$ cat config.mk
export PLATFORM = sky130hd
export DESIGN_NAME = game_state_master
export DESIGN_NICKNAME = d
export VERILOG_FILES = /design/src/rtl/game_state_master.sv
export SDC_FILE = /design/constraint.sdc
export NUM_CORES = 1
export LEC_CHECK = 0
export ABC_AREA = 1
export BUFFER_PORTS_ARGS = -buffer_cell sky130_fd_sc_hd__buf_2
export CAP_MARGIN = 25
export CORE_MARGIN = 2
export CORE_UTILIZATION = 65
export CTS_BUF_LIST = sky130_fd_sc_hd__clkbuf_8
export DETAILED_ROUTE_END_ITERATION = 12
export GPL_TIMING_DRIVEN = 0
export PLACE_DENSITY_LB_ADDON = 0.05
export SYNTH_ARGS = -nofsm -noshare
export SYNTH_HDL_FRONTEND = slang
export SYNTH_SLANG_ARGS = --single-unit
$ cat constraint.sdc
create_clock -name CLK -period 4.2 [get_ports CLK]
set_input_delay 0.63 -clock CLK [delete_from_list [all_inputs] [get_ports CLK]]
set_output_delay 0.63 -clock CLK [all_outputs]
set_load 0.05 [all_outputs]
$ cat src/rtl/game_state_master.sv
// Master game sequencer: Idle/Play/Win/Lose, score keeping, timed end screens
// and the one-cycle start-of-game reset pulse for the snake datapath.
module game_state_master #(
    parameter int TARGET_SCORE = 10,
    parameter int SCORE_W      = 4,
    parameter int END_HOLD     = 200000000,
    parameter int HOLD_W       = 28
) (
    input  logic               CLK,
    input  logic               RESETn,
    input  logic               BTN_Start,
    input  logic               Food_Eaten,
    input  logic               Fail,
    output logic [1:0]         Play_State,
    output logic [SCORE_W-1:0] Score,
    output logic               Game_Reset
);

    typedef enum logic [1:0] {
        IDLE = 2'b00,
        PLAY = 2'b01,
        WIN  = 2'b10,
        LOSE = 2'b11
    } state_t;

    localparam logic [SCORE_W-1:0] SCORE_LAST = SCORE_W'(TARGET_SCORE - 1);
    localparam logic [SCORE_W-1:0] SCORE_WIN  = SCORE_W'(TARGET_SCORE);
    localparam logic [SCORE_W-1:0] SCORE_ONE  = SCORE_W'(1);
    localparam logic [HOLD_W-1:0]  HOLD_LAST  = HOLD_W'(END_HOLD - 1);
    localparam logic [HOLD_W-1:0]  HOLD_ONE   = HOLD_W'(1);

    state_t            state;
    logic [HOLD_W-1:0] hold_cnt;
    logic              sync1;
    logic              sync2;
    logic              sync3;
    logic              start_edge;

    // Two-flop synchroniser plus one edge register for the raw button.
    always_ff @(posedge CLK or negedge RESETn) begin
        if (!RESETn) begin
            sync1 <= 1'b0;
            sync2 <= 1'b0;
            sync3 <= 1'b0;
        end else begin
            sync1 <= BTN_Start;
            sync2 <= sync1;
            sync3 <= sync2;
        end
    end

    assign start_edge = sync2 & ~sync3;

    always_ff @(posedge CLK or negedge RESETn) begin
        if (!RESETn) begin
            state      <= IDLE;
            Score      <= '0;
            Game_Reset <= 1'b0;
            hold_cnt   <= '0;
        end else begin
            Game_Reset <= 1'b0;
            case (state)
                IDLE: begin
                    if (start_edge) begin
                        state      <= PLAY;
                        Score      <= '0;
                        Game_Reset <= 1'b1;
                    end
                end
                PLAY: begin
                    // A collision outranks food arriving in the same cycle.
                    if (Fail) begin
                        state    <= LOSE;
                        hold_cnt <= '0;
                    end else if (Food_Eaten) begin
                        if (Score == SCORE_LAST) begin
                            Score    <= SCORE_WIN;
                            state    <= WIN;
                            hold_cnt <= '0;
                        end else begin
                            Score <= Score + SCORE_ONE;
                        end
                    end
                end
                WIN, LOSE: begin
                    // Score stays frozen on the end screen and back in Idle.
                    if (hold_cnt == HOLD_LAST) begin
                        state <= IDLE;
                    end else begin
                        hold_cnt <= hold_cnt + HOLD_ONE;
                    end
                end
                default: state <= IDLE;
            endcase
        end
    end

    assign Play_State = state;

endmodule
# [Yosys cells after proc, flatten, opt, wreduce, memory -nomap -nowiden]
# Cells that the tools add are included.
[op_classes] add_sub_neg=2 multipliers=0 div_mod_pow=0 n_lt_le_gt_ge=0 n_eq_ne=12 shift=0 muxes=18 n_bitwise=2 reduce_logical=7
[op_table] cell="$mux 28" count=4
[op_table] cell="$pmux 28 s2" count=1
[op_table] cell="$add 28x1->28 const B" count=1
[op_table] cell="$eq 28x28->1 const B" count=1
[op_table] cell="$mux 4" count=4
[op_table] cell="$reduce_and 4->1" count=3
[op_table] cell="$mux 2" count=5
[op_table] cell="$ne 2x2->1 const B" count=5
[op_table] cell="$pmux 4 s2" count=1
[op_table] cell="$ne 3x3->1 const B" count=2
[op_table] cell="$pmux 2 s3" count=1
[op_table] cell="$add 4x1->4 const B" count=1
[op_table] cell="$eq 2x2->1 const B" count=2
[op_table] cell="$eq 4x4->1 const B" count=1
[op_table] cell="$reduce_bool 2->1" count=2
[op_table] cell="$eq 2x1->1 const B" count=1
[op_table] cell="$logic_not 2->1" count=1
[op_table] cell="$mux 1" count=2
[op_table] cell="$reduce_or 2->1" count=1
[op_table] cell="$and 1x1->1" count=1
[op_table] cell="$not 1->1" count=1
[totals] register_bits=38 latch_bits=0 ramBits=0 romBits=0 inputBits=5 word_cells=48 memories=0

# [Logic depth before layout (Yosys ltp)]
# Gate-level depths: netlist (run 1).
[depth] word_depth=5 depth_mapped=12

# [Least setup slack after synthesis (run 1)]
# OpenSTA, ideal clock, no wires.
[synth_path] path_kind="flip-flop to flip-flop" startpoint="register Score[0]" endpoint="register state[0], in the netlist Play_State[0]" setup_time_ns=0.124 arrival_ns=1.737 slack_ns=2.339 path_stages_with_launch=10 period_less_slack_ns=1.861 path_cell_list="dfrtp_1 ha_1 nand3_1 nand2_1 o21ai_2 a21oi_4 buf_4 nand2_1 nand2_1 o21ai_1"
[synth_between] elab_chain_len=3
[synth_lines] element="from (decl)" line_no="15" source="output logic [SCORE_W-1:0] Score,"
[synth_lines] element="from (signal assigned)" line_no="81" source="Score <= Score + SCORE_ONE;"
[synth_lines] element="$eq 4x4->1" line_no="76" source="if (Score == SCORE_LAST) begin"
[synth_lines] element="$ne 3x3->1 (no line)"
[synth_lines] element="$reduce_and 4->1 (no line)"
[synth_lines] element="to (signal assigned)" line_no="73" source="state <= LOSE;"
[synth_lines] element="to (signal assigned)" line_no="78" source="state <= WIN;"
[synth_lines] element="to (signal assigned)" line_no="88" source="state <= IDLE;"
[synth_lines] element="to (decl)" line_no="32" source="state_t state;"
# Every way passes these cells.
# A chain may end at the register's enable or synchronous reset.

# [Worst setup path after layout (run 1)]
[layout_path] startpoint="register hold_cnt[0]" endpoint="register hold_cnt[11]"
[layout_between] elab_chain_len=3
[layout_lines] element="from (decl)" line_no="33" source="logic [HOLD_W-1:0] hold_cnt;"
[layout_lines] element="from (signal assigned)" line_no="90" source="hold_cnt <= hold_cnt + HOLD_ONE;"
[layout_lines] element="$add 28x1->28 / $eq 28x28->1 (equally long branches)" line_no="90, 87"
[layout_lines] element="$mux 28 / $ne 2x2->1 (equally long branches)"
[layout_lines] element="$pmux 28 s2 / $reduce_and 4->1 (equally long branches)"
# Parallel ways exist; a longest one is shown, timed or not. The select of a mux whose other input is x is not followed.

==> reports/qor.yml, run 1 <==
status: "completed"
syn_inst: 374
ys_ff_latch: 38
placed_cells: 433
area_growth_pct: 8.980
num_rows: 22
powerDensity_nw_per_um2: 253.9
setup_slack_ns: 2.285
worstPathRequired_ns: 4.43
grt_start_max_net_pins: 39
routed.top_layer: "met4"
ioPinCount: 12
gr-total-overflow: 0
grt_pass1_vias: 2121
ant_nets: 0
async_flop_share: 1.000
worstHoldStart: "sync1"
dieWidth_um: 65.60
grt_pass1_wl_um: 9328
fin_crit_sh: 0.4561
die_h_um: 65.60
final_common_cell: "nand2_1"
die_area_um2: 4303
antenna_found_initial: 0
fin_skew_ns: 0.004476
cts_setup_buffers: 0
cts_num_sinks: 38
syn-num-nets: 382
grt_usage: 0.2837
cts_tree: "built"
holdCritPathClass: "flip-flop to flip-flop"
seq_area_um2: 950.9
drt-wirelength-per-cell_um: 12.40
cts-root-buf: "clkbuf_8"
tightestPinTransition_ns: 0.8727
drive_gt1_frac: 0.08906
synth_edf_count: 0
crit_type: "flip-flop to flip-flop"
dr.first_iter.drc_count: 235
crit_start: "hold_cnt[0]"
wl_um: 5470
dp_hpwl_um: 3915
timing.fmax_ghz: 0.5221
numCtsBuffers: 5
tns_ns: 0
num_vias: 2349
avgSynthCellArea_um2: 6.594
synth_warnings: 0
gp_congestion: 0.9237
hold_buffers: 0
worstPathMaxFanout: 10
synthTopCellsByArea: "dfrtp_1 39%, nand2_1 23%, nor2_1 9.7%"
timing.rr.start: "hold_cnt[0]"
cp-start-kind: "flip-flop"
ys.flop_type: "dfrtp_1"
slew_viol_final: 0
setup_viol: 0
drt_pass1_iterations: 6
cellLeakagePower_uw: 0.001335
ir_drop_mv: 0.1965
rsz0062_at_grt: "no"
final_cell_mix: "153 x nand2_1, 64 x nor2_1, 38 x dfrtp_1"
cp.arrival_ns: 2.15
io_buffers: 11
end_kind: "flip-flop"
ys_seq_area_frac: 0.3856
insertion_delay_ns: 0.29
hold_viol: 0
instances_no_fill: 441
ys_types: 32
clock_path_buffers: 2
synth_top_area_frac: 0.3856
met2_length_um: 2557
antenna_cells: 0
cts.repair.resized: 0
fill_cells: 297
period_minus_slack_ns: 1.915
drv_cap: 0
met3_length_um: 352
yosysTopAreaCell: "dfrtp_1"
initial_core_util: 0.6736
synth_area_um2: 2466
drc: 0
slew_headroom: 0.4182
wirelength_met1_um: 2477
clkTransAtPathRegs_ns: 0.08
core_um2: 3661
multiInputGateArea_um2: 1335
post-place-ws_ns: 2.309
nNetsFinal: 400
cts_max_level: 2
vias_per_cell: 5.327
## path summary, 6_finish.rpt
| kind | slack, ns | depth (start not counted) | endpoint |
|---|---|---|---|
| setup / recovery | 2.28 | 12 | hold_cnt[11] |
| min in group asynchronous | 0.45 | 1 | hold_cnt[4] |
| max in group asynchronous | 3.21 | 1 | hold_cnt[25] |
| hold reg to reg | 0.35 | 0 | sync2 |
| setup reg to reg | 2.28 | 12 | hold_cnt[11] |
| hold / removal | 0.35 | 0 | sync2 |
## sequential cells by signal (all words and copies together), names as in the netlist
signal,cells
sync3,1
Play_State,2
Score,4
sync1,1
sync2,1
Game_Reset,1
hold_cnt,28
## cells by family (layout without fill, tap and decap cells)
group / count (synthesis) / count (layout) / share of synthesized area
flops: 38 / 38 / 0.3856
buf+inv: 42 / 61 / 0.07306
fa+ha+maj: 3 / 3 / 0.01522
compound gates: 28 / 28 / 0.07205
simple gates: 260 / 260 / 0.4434
xor+xnor: 3 / 3 / 0.01066
## area by class of cell
class / instances / area share
multi-input combinational: 294 / 0.4967
sequential: 38 / 0.3538
inverter: 36 / 0.05121
clock buffer: 5 / 0.02561
tap: 48 / 0.02235
timing repair buffer: 11 / 0.02048
buffer: 6 / 0.01583
clock inverter: 3 / 0.01397
## synth_stat cells, types with 2 or more instances
cell type,instances
a21oi_1,8
ha_1,3
o22ai_1,2
clkbuf_1,2
and2_1,2
xor2_1,3
o21ai_0,12
nor2_4,3
nor2_1,64
nand2_4,2
nand4_1,4
nand2_2,2
inv_1,35
buf_6,2
nand3_1,23
nor3_1,2
dfrtp_1,38
nand2_1,153
## per-layer routing
| layer | up-vias | track usage |
|---|---|---|
| met3 | 9 | 0.05479 |
| li1 | 1199 | - |
| met2 | 72 | 0.4656 |
| met5 | - | 0 |
| met1 | 1069 | 0.3735 |
| met4 | 0 | 0.1042 |
## critical path: stages (launching register included)
cell	delay, ns
dfrtp_1	0.40
ha_1	0.21
nand2_1	0.12
nor2_4	0.14
nand2_2	0.11
nor2_1	0.13
nand2_1	0.12
nand2_4	0.10
nand2_4	0.12
nand2_8	0.13
buf_6	0.16
nand2_1	0.06
nand2_1	0.06
## where the power goes
group | switching [uW] | leakage (uW) | internal [uW]
clock | 131 | 0.0000607 | 173
combinational | 9.42 | 0.000822 | 1.93
sequential | 0.606 | 0.000452 | 367
## per-stage QoR
stage	utilization	hold WS (ns)	instance area [um2]	power (uW)
6_report	0.7341	0.3539	2688	682.4
3_3_place_gp	0.7051	0.3324	2581	386.1
3_5_place_dp	0.7051	0.3403	2581	386.7
2_1_floorplan	-	0.3312	2466	376.6
5_1_grt	0.7341	0.3606	2688	704.0
4_1_cts	0.7341	0.3570	2688	687.0
Power figures use the tool's default switching activity.
==> inputs of run 2 (changes only) <==
CORE_UTILIZATION = 57   (was 65)
clock period = 1.75 ns   (was 4.2 ns; I/O delays follow)
==> run 2 against run 1 <==
  * Cell count is 2.7% higher
  * First-iteration DRC count is 26% lower
  * Worst setup slack worse by 2.2 ns
  * Combinational power is 140% higher
  * Power is 130% higher
  * Count of clock-buffer cells in the layout is 1 higher
  * Non-clock buffer count is 9 higher
  * Largest cell class unchanged
  * Register-to-register slack worse by 2.2 ns
  * Via count is 1.4% higher
  * Die area is 13% higher
  * Sequential cell count stayed put
  * Clock skew is 0.0043 ns higher
  * Critical endpoint is now hold_cnt[15]
==> reports/qor.yml, run 2 (synthesis gave the netlist of run 1 again) <==
cts_tree: "built"  # unchanged
ant_nets: 0  # unchanged
drt-wirelength-per-cell_um: 12.81  # was 12.40 um
die_h_um: 69.78  # was 65.60 um
dieWidth_um: 69.78  # was 65.60 um
final_core_util: 0.7107  # was 0.7341
clkPwrFrac: 0.419  # was 0.445
fill_cells: 340  # was 297
final_common_cell: "nand2_1"  # unchanged
hold_buffers: 0  # unchanged
gr-total-overflow: 0  # unchanged
setup_viol: 0  # unchanged
drive_gt1_frac: 0.1762  # was 0.08906
worstPathRequired_ns: 1.99  # was 4.43 ns
fin_skew_ns: 0.008766  # was 0.004476 ns
timing.hold.ws_ns: 0.05040  # was 0.3539 ns
holdCritPathClass: "input pin to asynchronous set/reset pin"  # was flip-flop to flip-flop
nNetsFinal: 410  # was 400
num_vias: 2381  # was 2,349
core_um2: 4086  # was 3661 um2
grt_start_max_net_pins: 39  # unchanged
post-place-ws_ns: -0.1303  # was 2.309 ns
end_kind: "flip-flop"  # unchanged
ioPinCount: 12  # unchanged
rsz0062_at_grt: "yes"  # was no
cellLeakagePower_uw: 0.001424  # was 0.001335 uW
power_frac_comb: 0.017  # about the same
clkTransAtPathRegs_ns: 0.08  # about the same
insertion_delay_ns: 0.31  # was 0.29 ns
numCtsBuffers: 5  # unchanged
final_cell_mix: "138 x nand2_1, 59 x nor2_1, 36 x dfrtp_1"  # was 153 x nand2_1, 64 x nor2_1, 38 x dfrtp_1
grt_util_met1: 0.3315  # was 0.3735
largest_reg_flops: 28  # unchanged
cp-start-kind: "flip-flop"  # unchanged
initial_core_util: 0.6035  # was 0.6736
grt_pass1_vias: 2166  # was 2,121
wl_um: 5801  # was 5470 um
worstPathMaxFanout: 6  # was 10
period_minus_slack_ns: 1.700  # was 1.915 ns
drv_cap: 0  # unchanged
antenna_found_initial: 0  # unchanged
area_growth_pct: 17.76  # was 8.980%
dr.first_iter.drc_count: 175  # was 235
cts_num_sinks: 38  # unchanged
clock_path_buffers: 2  # unchanged
timing.fmax_ghz: 0.5882  # was 0.5221 GHz
dp_hpwl_um: 3896  # was 3915 um
slew_viol_final: 0  # unchanged
crit_type: "flip-flop to flip-flop"  # unchanged
seqPwrFrac: 0.564  # was 0.539
r2r_end: "hold_cnt[15]"  # was hold_cnt[11]
grt_util_met3: 0.04797  # was 0.05479
grtUsageMet2: 0.4021  # was 0.4656
gp_congestion: 0.9008  # was 0.9237
drc: 0  # unchanged
internal-power_uw: 1202  # was 541.9 uW
timing.rr.start: "hold_cnt[1]"  # was hold_cnt[0]
cts-root-buf: "clkbuf_8"  # unchanged
ir_drop_mv: 0.5834  # was 0.1965 mV
die_area_um2: 4869  # was 4303 um2
io_buffers: 11  # unchanged
instances_no_fill: 453  # was 441
antenna_cells: 0  # unchanged
reg2regPathDepth: 12  # unchanged
placed_cells: 435  # was 433
cp.arrival_ns: 1.94  # was 2.15 ns
drt_pass1_iterations: 4  # was 6
busiest_layer: "met2"  # unchanged
grt_pass1_wl_um: 9680  # was 9328 um
tightestPinTransition_ns: 0.8443  # was 0.8727 ns
setup_slack_ns: 0.04976  # was 2.285 ns
fin_crit_sh: 0.9716  # was 0.4561
switching_share: 0.2309  # was 0.2059
vias_per_cell: 5.256  # was 5.327
status: "completed"  # unchanged
grt_usage: 0.2477  # was 0.2837
reg2reg_slack_ns: 0.05  # was 2.28 ns
num_rows: 23  # was 22
top_register: "hold_cnt"  # unchanged
p_sw_uw: 360.9  # was 140.5 uW
cts_max_level: 2  # unchanged
slew_headroom: 0.4372  # was 0.4182
powerDensity_nw_per_um2: 538.2  # was 253.9 nW/um2
hold_viol: 0  # unchanged
run 2: cell types whose count changed in the layout (fill, tap and decap cells not counted), sizes merged:
cell	before	now
buf	15	23
bufinv	1	0
o31ai	1	2
clkbuf	7	9
clkinvlp	0	1
clkinv	0	1
inv	38	36
run 2: worst max-delay path by stage:
stage	startpoint	end	slack, ns	cells past startpoint
floorplan	Play_State[0]	Play_State[0]	0.002	9
CTS	hold_cnt[1]	hold_cnt[15]	0.001	12
finish	hold_cnt[1]	hold_cnt[15]	0.05	12
detailed placement	hold_cnt[0]	hold_cnt[15]	-0.13	12
global placement	hold_cnt[0]	hold_cnt[27]	-0.11	12
global route	hold_cnt[1]	hold_cnt[3]	-0.07	12
run 2: cell type report:
type,instances,area [um2],share of cell area
Multi-Input combinational cell,295,1453,0.5002
Clock inverter,2,12.51,0.004308
Clock buffer,6,82.58,0.02844
Buffer,6,55.05,0.01896
Timing Repair Buffer,20,147.6,0.05084
Sequential cell,38,953.4,0.3283
Inverter,36,137.6,0.04739
Tap cell,50,62.56,0.02154
run 2: timing repair:
action,CTS,global route
gates resized for setup,4,33
setup buffers,5,3
setup endpoints to repair,22,29
gates cloned,0,2
pin swaps,2,9
run 2: power by group through the flow:
stage / Sequential [uW] / Combinational [uW] / Clock [uW]
finish: 882 / 26.9 / 654
CTS: 882 / 28.5 / 670
global route: 882 / 32.7 / 696
detailed placement: 900 / 28.5 / 0
floorplan: 899 / 4.58 / 0
global placement: 899 / 28.0 / 0
run 2: worst max-delay path, cell delays in order, from the launching register on:
cell	delay, ns
dfrtp_1	0.36
ha_2	0.20
nand2_2	0.08
nor2_4	0.17
nand2_4	0.10
nor2_4	0.11
nand2_2	0.08
nand2_4	0.09
nand2_8	0.07
nand2_8	0.10
buf_8	0.14
nand2_2	0.06
nand2_1	0.07
run 2: stage by stage:
stage          power [uW]  setup TNS (ns)  instance area [um2]
2_1_floorplan       903.8               0                 2469
3_3_place_gp        927.1          -2.053                 2586
3_5_place_dp        928.1          -2.299                 2586
4_1_cts              1581               0                 2735
5_1_grt              1611          -1.335                 2904
6_report             1563               0                 2904
run 2: layer usage:
metal	up-vias	share of wire
met5	-	0
li1	1225	-
met2	42	0.48
met3	9	0.044
met4	0	0.016
met1	1105	0.46
